===== src/rtl/ram_arbiter.sv =====
// Two-port arbiter in front of a single shared RAM port.
// Each grant lasts one complete RAM transaction. Every grant is preceded by
// one ARB cycle, so the memory always sees an idle cycle between transactions.
// Ties are broken round-robin, or in favour of port 1 when FIXED_PRIO = 1.

package ram_pkg;
   typedef enum logic [1:0] {
      RAM_IDLE   = 2'd0,
      RAM_BUSY   = 2'd1,
      RAM_ACCESS = 2'd2,
      RAM_DONE   = 2'd3
   } ram_state_t;
endpackage

module ram_arbiter
   import ram_pkg::*;
#(
   parameter bit FIXED_PRIO = 1'b0
) (
   input  logic        clk,
   input  logic        nrst,
   // requester port 0
   input  logic        rq0_ren,
   input  logic [3:0]  rq0_wen,
   input  logic [31:0] rq0_addr,
   input  logic [31:0] rq0_store,
   output logic [31:0] rq0_load,
   output ram_state_t  rq0_state,
   // requester port 1
   input  logic        rq1_ren,
   input  logic [3:0]  rq1_wen,
   input  logic [31:0] rq1_addr,
   input  logic [31:0] rq1_store,
   output logic [31:0] rq1_load,
   output ram_state_t  rq1_state,
   // shared RAM port
   output logic        mem_ren,
   output logic [3:0]  mem_wen,
   output logic [31:0] mem_addr,
   output logic [31:0] mem_store,
   input  logic [31:0] mem_load,
   input  ram_state_t  mem_state,
   // current owner, one-hot
   output logic [1:0]  grant
);

   localparam logic [1:0] ST_ARB  = 2'd0;
   localparam logic [1:0] ST_OWN0 = 2'd1;
   localparam logic [1:0] ST_OWN1 = 2'd2;

   logic [1:0] state, state_nxt;
   logic       last_grant, last_grant_nxt;   // index of the port granted most recently
   logic       req0, req1;

   assign req0 = rq0_ren | (|rq0_wen);
   assign req1 = rq1_ren | (|rq1_wen);

   // Read data goes to both ports; it is meaningful only to the port seeing RAM_DONE.
   assign rq0_load = mem_load;
   assign rq1_load = mem_load;

   // State and arbitration history registers, synchronous active-low reset.
   // NOTE: sequential state uses non-blocking assignments so every register
   // samples values from before the edge, whatever the statement order.
   always_ff @(posedge clk) begin
      if (!nrst) begin
         state      <= ST_ARB;
         last_grant <= 1'b1;
      end else begin
         state      <= state_nxt;
         last_grant <= last_grant_nxt;
      end
   end

   // Next-state logic: pick an owner in ARB; release on DONE or when the owner withdraws.
   always_comb begin
      // NOTE: every combinational output gets a default first, so no path
      // through the case statement leaves a value held, which would infer a latch.
      state_nxt      = state;
      last_grant_nxt = last_grant;
      case (state)
         ST_ARB: begin
            if (req0 && req1) begin
               if (FIXED_PRIO || !last_grant) begin
                  state_nxt      = ST_OWN1;
                  last_grant_nxt = 1'b1;
               end else begin
                  state_nxt      = ST_OWN0;
                  last_grant_nxt = 1'b0;
               end
            end else if (req0) begin
               state_nxt      = ST_OWN0;
               last_grant_nxt = 1'b0;
            end else if (req1) begin
               state_nxt      = ST_OWN1;
               last_grant_nxt = 1'b1;
            end
         end
         ST_OWN0: if (mem_state == RAM_DONE || !req0) state_nxt = ST_ARB;
         ST_OWN1: if (mem_state == RAM_DONE || !req1) state_nxt = ST_ARB;
         default: state_nxt = ST_ARB;
      endcase
   end

   // Output steering: the owner drives the RAM and sees its status; the other port sees BUSY or IDLE.
   always_comb begin
      mem_ren   = 1'b0;
      mem_wen   = 4'b0000;
      mem_addr  = 32'h0;
      mem_store = 32'h0;
      grant     = 2'b00;
      rq0_state = req0 ? RAM_BUSY : RAM_IDLE;
      rq1_state = req1 ? RAM_BUSY : RAM_IDLE;
      case (state)
         ST_OWN0: begin
            mem_ren   = rq0_ren;
            mem_wen   = rq0_wen;
            mem_addr  = rq0_addr;
            mem_store = rq0_store;
            grant     = 2'b01;
            rq0_state = mem_state;
         end
         ST_OWN1: begin
            mem_ren   = rq1_ren;
            mem_wen   = rq1_wen;
            mem_addr  = rq1_addr;
            mem_store = rq1_store;
            grant     = 2'b10;
            rq1_state = mem_state;
         end
         default: ;
      endcase
   end

endmodule


===== config.mk =====
export PLATFORM = sky130hd
export DESIGN_NAME = ram_arbiter
export DESIGN_NICKNAME = d
export VERILOG_FILES = /design/src/rtl/ram_arbiter.sv
export SDC_FILE = /design/constraint.sdc
export NUM_CORES = 1
export LEC_CHECK = 0
export CAP_MARGIN = 5
export CELL_PAD_IN_SITES_DETAIL_PLACEMENT = 1
export CELL_PAD_IN_SITES_GLOBAL_PLACEMENT = 1
export CORE_MARGIN = 10
export CORE_UTILIZATION = 13
export CTS_CLUSTER_DIAMETER = 60
export DETAILED_ROUTE_END_ITERATION = 6
export PLACE_DENSITY_LB_ADDON = 0.1
export SYNTH_ARGS = -nofsm -noshare
export SYNTH_HDL_FRONTEND = slang
export SYNTH_SLANG_ARGS = --single-unit

===== constraint.sdc =====
create_clock -name clk -period 3.9 [get_ports clk]
set_input_delay 0.585 -clock clk [delete_from_list [all_inputs] [get_ports clk]]
set_output_delay 0.585 -clock clk [all_outputs]
set_load 0.05 [all_outputs]

Word-level counts from Yosys, hierarchy flattened
Cells that the tools add are included.
{"block": "word_totals", "inputBits": 174, "output_inout_bits": 139, "rom_bits": 0, "latchBits": 0, "mem_count": 0, "elab_cells": 41, "ram_bits": 0, "reg_bits": 3}
{"block": "classes", "mul": 0, "magnitude_cmp": 0, "n_bitwise": 2, "reduce_logical": 11, "div": 0, "eq_ne": 6, "shift": 0, "n_mux": 20, "addsub": 0}
{"op": "32-bit case mux with 2 select lines", "n": 2}
{"op": "2-bit two-way mux", "n": 8}
{"op": "4-bit case mux with 2 select lines", "n": 1}
{"op": "4-bit OR reduction", "n": 2}
{"op": "1-bit two-way mux", "n": 6}
{"op": "2-bit case mux with 3 select lines", "n": 1}
{"op": "2-bit equality test, second input constant", "n": 2}
{"op": "2-bit != test, second input constant", "n": 2}
{"op": "4-bit != test, second input constant", "n": 1}
{"op": "2-bit case mux with 2 select lines", "n": 1}
{"op": "3-bit AND reduction", "n": 1}
{"op": "3-bit nonzero test", "n": 1}
{"op": "2-bit by 1-bit equality test with 1-bit output, second input constant", "n": 1}
{"op": "1-bit logical NOT", "n": 2}
{"op": "2-bit logical NOT", "n": 1}
{"op": "1-bit logical OR", "n": 2}
{"op": "1-bit OR", "n": 2}
{"op": "1-bit case mux with 2 select lines", "n": 1}
{"op": "2-bit AND reduction", "n": 1}
{"op": "1-bit logical AND", "n": 1}

Depth between registers and ports, before layout
Gate-level depths: netlist of run 1.
{"block": "depth", "word_depth": 6, "mapped_depth": 7, "depth_no_buf": 6}

Least setup slack after synthesis of run 1
Ideal clock, no wire load.
{"block": "synth_timing", "path_kind": "register to output", "from": "register state[0]", "to": "output port mem_addr[10]", "arrival_ns": 1.940, "path_buffers": 2, "required_time_ns": 3.315, "path_stages_with_launch": 6, "path_slack_ns": 1.375, "cell_sequence": "dfxtp_1 > inv_1 > ha_1 > clkbuf_1 > clkbuf_1 > nor2b_1"}
{"block": "synth_via", "elab_chain_len": 2, "elab_cells_between_ends": 3, "cone_classes": "eq/ne (2); mux (1)"}
{"element": "from (decl)", "line_no": "51", "rtl": "logic [1:0] state, state_nxt;"}
{"element": "from (signal assigned)", "line_no": "70", "rtl": "state <= state_nxt;"}
{"element": "2-bit equality test / 2-bit by 1-bit equality test with 1-bit output (equally long branches)", "line_no": "114", "rtl": "case (state)"}
{"element": "32-bit case mux with 2 select lines (*)", "line_no": "114"}
{"element": "to (decl)", "line_no": "39", "rtl": "output logic [31:0] mem_addr,"}
Every way passes the cells marked *; elsewhere a longest branch is shown, timed or not.

Worst setup path in the final report of run 1
{"block": "layout_timing", "from": "input port rq1_wen[1]", "to": "output port rq1_state[0]"}
{"block": "layout_via", "elab_chain_len": 4}
{"element": "from (decl)", "line_no": "31", "rtl": "input logic [3:0] rq1_wen,"}
{"element": "4-bit OR reduction", "line_no": "56", "rtl": "assign req1 = rq1_ren | (|rq1_wen);"}
{"element": "1-bit OR", "line_no": "56"}
{"element": "1-bit two-way mux", "line_no": "113", "rtl": "rq1_state = req1 ? RAM_BUSY : RAM_IDLE;"}
{"element": "2-bit two-way mux", "line_no": "114"}
{"element": "to (decl)", "line_no": "35", "rtl": "output ram_state_t rq1_state,"}
No other way between the ends.

==> flow_summary.yaml, run 1 <==
sta:
  slew_viol_final: 0
  fin_tns_setup_ns: 0
  post-route-min-period_ns: 3.164
  worstMarginPinSlew_ns: 0.5594
  finalSetupViolations: 0
  hold_violations: 0
  skew_ns: 0.0009528
  layout_worst_path_cycle_share_pct: 81.13
  rsz0062_at_grt: "false"
  max_freq_ghz: 0.3160
  relSlewSlack_pct: 62.59
synth:
  ys.flop_type: "dfxtp_1"
  async_flop_share_pct: 0
  yosys.area.top_type: "a22oi_1"
  synth.avg_cell_area_sq_um: 6.856
  synth_seq_cells: 3
  synth_common_cells: "a22oi_1, nor2b_1, buf_4"
  synth_nets: 444
  synth-edff-count: 0
  yosys.area.top_type_share_pct: 28.51
  synth_area_leaders: "a22oi_1, buf_4, nor2b_1"
  synth_seq_area_share_pct: 3.306
  synth_warnings: 0
  syn_inst: 265
  syn_area_sq_mm: 0.001817
  ys_types: 22
layout:
  post-route-util_pct: 27.54
  final_layout_size_suffix_gt1_share_pct: 3.218
  syn2layout_area_growth_pct: 108.8
  design_area_sq_mm: 0.003794
  diodes: 0
  finalNetCount: 584
  layout.cells.non_filler: 584
grt:
  antenna_found_initial: 0
  grt_max_degree: 57
  grt_pass1_vias: 2767
  grt_overflow: 0
  gr-usage-all-layers_pct: 11.02
  grt_first_pass_wirelength_mm: 17.15
routing:
  wl_per_cell_um: 19.39
  drt_iter0_markers: 61
  final_antenna_net_count: 0
  vias: 2407
  dr.pass1.iters: 4
  drc: 0
  routed_wl_mm: 11.32
  avgViaCountPerCell: 4.122
setup_path:
  end_kind: "output pin"
  cp_slowest_cell: "clkdlybuf4s50_1"
  arrival_ns: 2.58
  critPathTopFamily: "buffers and inverters"
  cp_max_fo: 3
  crit_required_ns: 3.31
  worstPathCellList: "clkdlybuf4s50_1, or4_4, nor3_1, a21oi_1, clkdlybuf4s50_1"
  cp.buffers_inverters: 2
  cp-start-kind: "input pin"
  critPathKind: "in2out"
  cpPeakStageDelay_ns: 0.73
  worst_path_most_repeated_cell: "clkdlybuf4s50_1"
job:
  drv_cap: 0
die:
  initial_core_util_pct: 13.19
  die-area_sq_mm: 0.01910
  coreArea_sq_mm: 0.01377
  io_pins: 313
  rows: 43
  die_h_um: 138.2
  die_x_um: 138.2
clocking:
  cts_setup_buffers: 0
  cts_buffer_depth: 2
  cts_sinks: 3
  clock_latency_ns: 0.23
  cts.clk_slew.worst_paths_ns: 0.03
  cts_tree: "built"
  cts_buffers: 3
  cts-resized-gates: 0
  cts_root_buf: "clkbuf_16"
  htree_levels: 1
  hold_buffers: 0
power_and_ir_drop:
  p_leak_uw: 0.001196
  power.density_mw_per_mm2: 598.3
  ir_worst_vdd_mv: 0.2178
outcome:
  status: "complete, no violations"
placed_design:
  detailed_place.area_sq_mm: 0.003715
  dp_hpwl_mm: 9.387
  routabilityCongestion: 0.7067
  io_buffers: 216
  placed_cells: 580
hold_path:
  hold_path_class: "reg2reg"
state kept, by name, indices dropped and copies added (netlist names):
signal / count
state: 2
last_grant: 1
cell usage in the layout, fill, tap and decap left out:
master | Yosys | layout
inv_1 | 5 | 5
a221oi_1 | 1 | 1
buf_4 | 64 | 4
ha_2 | 0 | 3
a21o_1 | 2 | 2
a311oi_1 | 1 | 1
nor3_1 | 1 | 1
clkbuf_1 | 23 | 1
nor2b_1 | 69 | 69
ha_1 | 5 | 2
or3_1 | 1 | 1
a21oi_1 | 2 | 2
dfxtp_1 | 3 | 3
nor4_1 | 1 | 1
o21ai_0 | 2 | 2
nand2_1 | 6 | 6
o211a_1 | 1 | 1
o22ai_1 | 2 | 2
or4_4 | 1 | 1
and2_1 | 3 | 3
nand2b_1 | 1 | 1
buf_12 | 0 | 2
nor2_1 | 2 | 2
a22oi_1 | 69 | 69
clkdlybuf4s50_1 | 0 | 216
clkbuf_16 | 0 | 3
through the flow:
stage | power [uW] | setup slack, ns | hold slack [ns]
6_report | 2270 | 0.7358 | 0.5042
5_1_grt | 2438 | 0.4619 | 0.5466
4_1_cts | 2327 | 0.7041 | 0.5022
3_5_place_dp | 2152 | 0.7042 | 0.4901
3_3_place_gp | 2159 | 0.7150 | 0.4745
2_1_floorplan | 1556 | 1.375 | 0.4575
worst paths after layout:
kind / from / endpoint / slack [ns] / cells past startpoint
worst min register to register: last_grant$_SDFFE_PN1P_ / last_grant$_SDFFE_PN1P_ / 0.50 / 1
worst min-delay path: last_grant$_SDFFE_PN1P_ / last_grant$_SDFFE_PN1P_ / 0.50 / 1
worst max-delay path: rq1_wen[1] / rq1_state[0] / 0.74 / 5
worst max register to register: state[0]$_SDFFE_PN0P_ / state[1]$_SDFFE_PN0P_ / 2.16 / 6
final cells by class:
| cell class | instances | area [sq um] |
|---|---|---|
| multi-input combinational | 170 | 1179 |
| tap | 180 | 225.2 |
| inverter | 5 | 18.77 |
| fill | 1654 | 9980 |
| timing repair buffer | 222 | 2232 |
| clock buffer | 4 | 78.83 |
| sequential | 3 | 60.06 |
cells by family after synthesis:
family,share of synthesized area [%]
buffers and inverters,32.23
and+or+nand+nor,28.37
AOI/OAI and AO/OA,32.64
adders and majority gates,3.444
DFF,3.306
power by group:
| group | leakage, uW | internal, uW | switching (uW) |
|---|---|---|---|
| combinational | 0.00113 | 819 | 1230 |
| sequential | 0.0000249 | 44.6 | 13.3 |
| clock | 0.0000382 | 135 | 29.9 |
layer usage:
metal,share of wire (%),up-vias,GRT usage [%]
li1,-,1143,-
met4,1.9,0,2.941
met1,36,1110,10.84
met3,10,24,4.829
met2,52,130,20.51
met5,0,-,0
worst register-to-register path: stages (launching register included):
cell      delay (ns)
dfxtp_1         0.37
inv_1           0.10
ha_2            0.20
buf_4           0.27
o211a_1         0.20
a311oi_1        0.33
o22ai_1         0.15
(Power assumes the default switching activity.)
==> run 2: changes to the inputs <==
--- a/config.mk
+++ b/config.mk
@@ -9,7 +9,7 @@
 export CELL_PAD_IN_SITES_DETAIL_PLACEMENT = 1
 export CELL_PAD_IN_SITES_GLOBAL_PLACEMENT = 1
 export CORE_MARGIN = 10
-export CORE_UTILIZATION = 13
+export CORE_UTILIZATION = 12
 export CTS_CLUSTER_DIAMETER = 60
 export DETAILED_ROUTE_END_ITERATION = 6
 export PLACE_DENSITY_LB_ADDON = 0.1
==> constraint.sdc (replaced) <==
create_clock -name clk -period 3.08 [get_ports clk]
set_input_delay 0.462 -clock clk [delete_from_list [all_inputs] [get_ports clk]]
set_output_delay 0.462 -clock clk [all_outputs]
set_load 0.05 [all_outputs]
==> flow_summary.yaml, run 2 (synthesis gave the netlist of run 1 again) <==
sta:
  skew_ns: 0.0006498
  hold_violations: 0
  fin_tns_setup_ns: 0
  rsz0062_at_grt: "false"
  worstMarginPinSlew_ns: 0.5591
  post-route-min-period_ns: 2.467
  slew_viol_final: 0
  relSlewSlack_pct: 62.61
  max_freq_ghz: 0.4054
  layout_worst_path_cycle_share_pct: 80.10
  finalSetupViolations: 0
routing:
  drc: 0
  final_antenna_net_count: 0
  routed_wl_mm: 11.33
  wl_per_cell_um: 19.30
  drt_iter0_markers: 47
  vias: 2401
  dr.pass1.iters: 4
  avgViaCountPerCell: 4.090
clocking:
  cts_buffer_depth: 2
  cts-resized-gates: 0
  cts_sinks: 3
  hold_buffers: 0
  cts_root_buf: "clkbuf_16"
  cts_tree: "built"
  cts_setup_buffers: 0
  cts.clk_slew.worst_paths_ns: 0.03
  htree_levels: 1
  clock_latency_ns: 0.23
  cts_buffers: 3
die:
  die_x_um: 143.0
  initial_core_util_pct: 12.36
  die_h_um: 143.0
  die-area_sq_mm: 0.02046
  rows: 44
  io_pins: 313
  coreArea_sq_mm: 0.01470
layout:
  multiInputGateArea_sq_mm: 0.001179
  syn2layout_area_growth_pct: 99.31
  design_area_sq_mm: 0.003621
  largest_reg_flops: 2
  fillers: 1763
  final_layout_size_suffix_gt1_share_pct: 21.09
  mostFrequentLayoutCell: "clkdlybuf4s50_1"
  reg_top3: "state (2), last_grant (1)"
  layout.cells.most_common_list: "clkdlybuf4s50_1, buf_4, a22oi_1, nor2b_1, nand2_1"
  seq_area_sq_um: 60.06
  finalNetCount: 583
  regMostFlops: "state"
  diodes: 0
setup_path:
  arrival_ns: 2.00
  end_kind: "output pin"
  critPathKind: "in2out"
  r2r_start: "state[0]$_SDFFE_PN0P_"
  r2r_setup_slack_ns: 1.32
  r2r-end: "state[0]$_SDFFE_PN0P_"
  cp-start-kind: "input pin"
  crit_required_ns: 2.62
  cp_max_fo: 4
  r2r_cells: 6
power_and_ir_drop:
  power.density_mw_per_mm2: 777.3
  p_leak_uw: 0.001334
  p_total_uw: 2814
  ir_worst_vdd_mv: 0.2850
placed_design:
  io_buffers: 216
  dp_hpwl_mm: 9.511
  detailed_place.area_sq_mm: 0.003542
  routabilityCongestion: 0.7128
grt:
  grt_first_pass_wirelength_mm: 16.45
  gr-usage-all-layers_pct: 10.13
  antenna_found_initial: 0
  grt_max_degree: 48
  grt_pass1_vias: 2691
  grt_overflow: 0
hold_path:
  hold_end: "last_grant$_SDFFE_PN1P_"
  min_path_cells: 1
  hold_path_class: "reg2reg"
  hp-start: "last_grant$_SDFFE_PN1P_"
job:
  drv_cap: 0
outcome:
  status: "complete, no violations"
[run 2: cell count changes in the layout (fill, tap and decap cells not counted), sizes merged]
cell and delta:
buf +72, clkdlybuf4s50 -73
[run 2: stage by stage]
step	hold slack, ns	utilization, %	worst slack, ns	cells
5_1_grt	0.5266	24.63	0.3927	587
4_1_cts	0.4972	24.63	0.5318	587
2_1_floorplan	0.4575	-	0.6782	265
6_report	0.4965	24.63	0.6130	587
3_3_place_gp	0.4814	24.10	0.6159	583
3_5_place_dp	0.4878	24.10	0.5518	583
[run 2: routing by layer]
layer / global-route usage [%] / share of wire (%) / up-vias
met5: 0 / 0 / -
met3: 4.013 / 11 / 41
met4: 4.452 / 3.3 / 0
li1: - / - / 1141
met2: 18.74 / 52 / 133
met1: 9.713 / 34 / 1086
[run 2: how the worst max path moves through the flow]
stage	slack (ns)	cells past startpoint	to	start
2_1_floorplan	0.68	5	mem_addr[10]	state[0]$_SDFFE_PN0P_
3_3_place_gp	0.62	6	rq0_state[0]	rq0_wen[1]
3_5_place_dp	0.55	6	rq0_state[0]	rq0_wen[1]
4_1_cts	0.53	5	mem_wen[0]	state[1]$_SDFFE_PN0P_
5_1_grt	0.39	5	mem_wen[0]	state[1]$_SDFFE_PN0P_
6_report	0.61	6	rq0_state[0]	rq0_wen[0]
[run 2: critical path: stages]
cell and delay (ns):
clkdlybuf4s50_1 0.43, nor4_1 0.52, nand2_1 0.21, nor2_1 0.12, a21oi_1 0.05, buf_4 0.20
[run 2: report_power, final]
part,internal [uW],switching [uW]
logic,966,1560
registers,56.4,17.5
clock network,171,38.5
[run 2: final cells by class]
cell class,instances,share of cell area (%)
tap,184,6.358
multi-input combinational,170,32.55
inverter,5,0.5183
timing repair buffer,221,56.74
sequential,3,1.659
clock buffer,4,2.177
==> run 3: changes to the inputs <==
==> constraint.sdc (replaced) <==
create_clock -name clk -period 2.43 [get_ports clk]
set_input_delay 0.3645 -clock clk [delete_from_list [all_inputs] [get_ports clk]]
set_output_delay 0.3645 -clock clk [all_outputs]
set_load 0.05 [all_outputs]
==> flow_summary.yaml, run 3 (synthesis gave the netlist of run 1 again) <==
layout:
  layout.cells.most_common_list: "clkdlybuf4s50_1, buf_12, a22oi_1, nor2b_1, nand2_1"
  largest_reg_flops: 2
  reg_top3: "state (2), last_grant (1)"
  fillers: 1674
  diodes: 0
  seq_area_sq_um: 60.06
  final_layout_size_suffix_gt1_share_pct: 21.48
  post-route-util_pct: 31.02
  multiInputGateArea_sq_mm: 0.001189
  design_area_sq_mm: 0.004559
  regMostFlops: "state"
  syn2layout_area_growth_pct: 151.0
  mostFrequentLayoutCell: "clkdlybuf4s50_1"
  finalNetCount: 585
die:
  io_pins: 313
  die-area_sq_mm: 0.02046
  rows: 44
  coreArea_sq_mm: 0.01470
  die_x_um: 143.0
  initial_core_util_pct: 12.36
  die_h_um: 143.0
sta:
  fin_tns_setup_ns: 0
  layout_setup_ws_ns: 0.1531
  layout_worst_path_cycle_share_pct: 93.70
  skew_ns: 0.001340
  worstMarginPinSlew_ns: 0.5463
  rsz0062_at_grt: "false"
  slew_viol_final: 0
  hold_violations: 0
  relSlewSlack_pct: 63.24
  max_freq_ghz: 0.4392
  finalSetupViolations: 0
  post-route-min-period_ns: 2.277
setup_path:
  end_kind: "output pin"
  critPathKind: "in2out"
  cp_max_fo: 4
  cp-start-kind: "input pin"
  arrival_ns: 1.91
  crit_required_ns: 2.07
placed_design:
  pre_cts_ws_ns: 0.1431
  routabilityCongestion: 0.6935
  dp_hpwl_mm: 9.859
  detailed_place.area_sq_mm: 0.004471
  io_buffers: 216
grt:
  gr-usage-all-layers_pct: 10.18
  antenna_found_initial: 0
  grt_overflow: 0
  grt_first_pass_wirelength_mm: 16.50
  grt_pass1_vias: 2734
  grt_max_degree: 39
power_and_ir_drop:
  ir_worst_vdd_mv: 0.2752
  power.density_mw_per_mm2: 968.4
  p_leak_uw: 0.001556
  p_total_uw: 4415
routing:
  final_antenna_net_count: 0
  routed_wl_mm: 11.44
  avgViaCountPerCell: 4.138
  wl_per_cell_um: 19.42
  dr.pass1.iters: 4
  drc: 0
  drt_iter0_markers: 36
  vias: 2437
clocking:
  cts_root_buf: "clkbuf_16"
  hold_buffers: 0
  cts_sinks: 3
  clock_latency_ns: 0.22
  cts.clk_slew.worst_paths_ns: 0.03
  cts_buffer_depth: 2
  htree_levels: 1
  cts_tree: "built"
  cts_buffers: 3
  cts_setup_buffers: 0
hold_path:
  hold_path_class: "reg2reg"
job:
  drv_cap: 0
outcome:
  status: "complete, no violations"
[run 3: cell type report]
cell class | count | share of cell area (%)
well taps | 184 | 5.049
repair buffers | 223 | 65.42
multi-input cells | 170 | 26.07
clock buffers | 4 | 1.729
inverters | 5 | 0.4116
flip-flops and latches | 3 | 1.317
[run 3: path summary, 6_finish.rpt]
path         depth (start not counted)                 endpoint  slack [ns]                     from
max                                  6             rq0_state[0]        0.15               rq0_wen[1]
min                                  1  last_grant$_SDFFE_PN1P_        0.51  last_grant$_SDFFE_PN1P_
max reg2reg                          6    state[1]$_SDFFE_PN0P_        0.75    state[0]$_SDFFE_PN0P_
min reg2reg                          1  last_grant$_SDFFE_PN1P_        0.51  last_grant$_SDFFE_PN1P_
[run 3: metrics by stage]
| stage | std cells | hold slack, ns |
|---|---|---|
| global route | 589 | 0.5285 |
| global placement | 585 | 0.4864 |
| finish | 589 | 0.5076 |
| floorplan | 265 | 0.4575 |
| CTS | 589 | 0.5059 |
| detailed placement | 585 | 0.4989 |
[run 3: report_power, final]
part / internal [uW] / leakage, uW / total (uW) / switching [uW]
sequential: 71.6 / 0.0000249 / 94.7 / 23.1
clock: 216 / 0.0000382 / 260 / 43.5
combinational: 1920 / 0.00149 / 4060 / 2140
total: 2210 / 0.00156 / 4420 / 2210
[run 3: timing repair]
item / 4_1_cts / 5_1_grt
hold endpoints to repair: 0 / 0
endpoints found under the setup margin: 0 / 8
gates resized for setup: 0 / 1
[run 3: critical path, stage by stage]
cell	delay [ns]
clkdlybuf4s50_1	0.42
nor4_1	0.53
nand2_1	0.21
nor2_1	0.14
a21oi_1	0.08
buf_12	0.17
[run 3: metal layers]
layer	vias to the layer above	track usage [%]	wire, um
li1	1150	-	-
met1	1116	9.869	3845
met2	132	18.32	5806
met3	39	4.942	1456
met4	0	3.800	328
met5	-	0	0
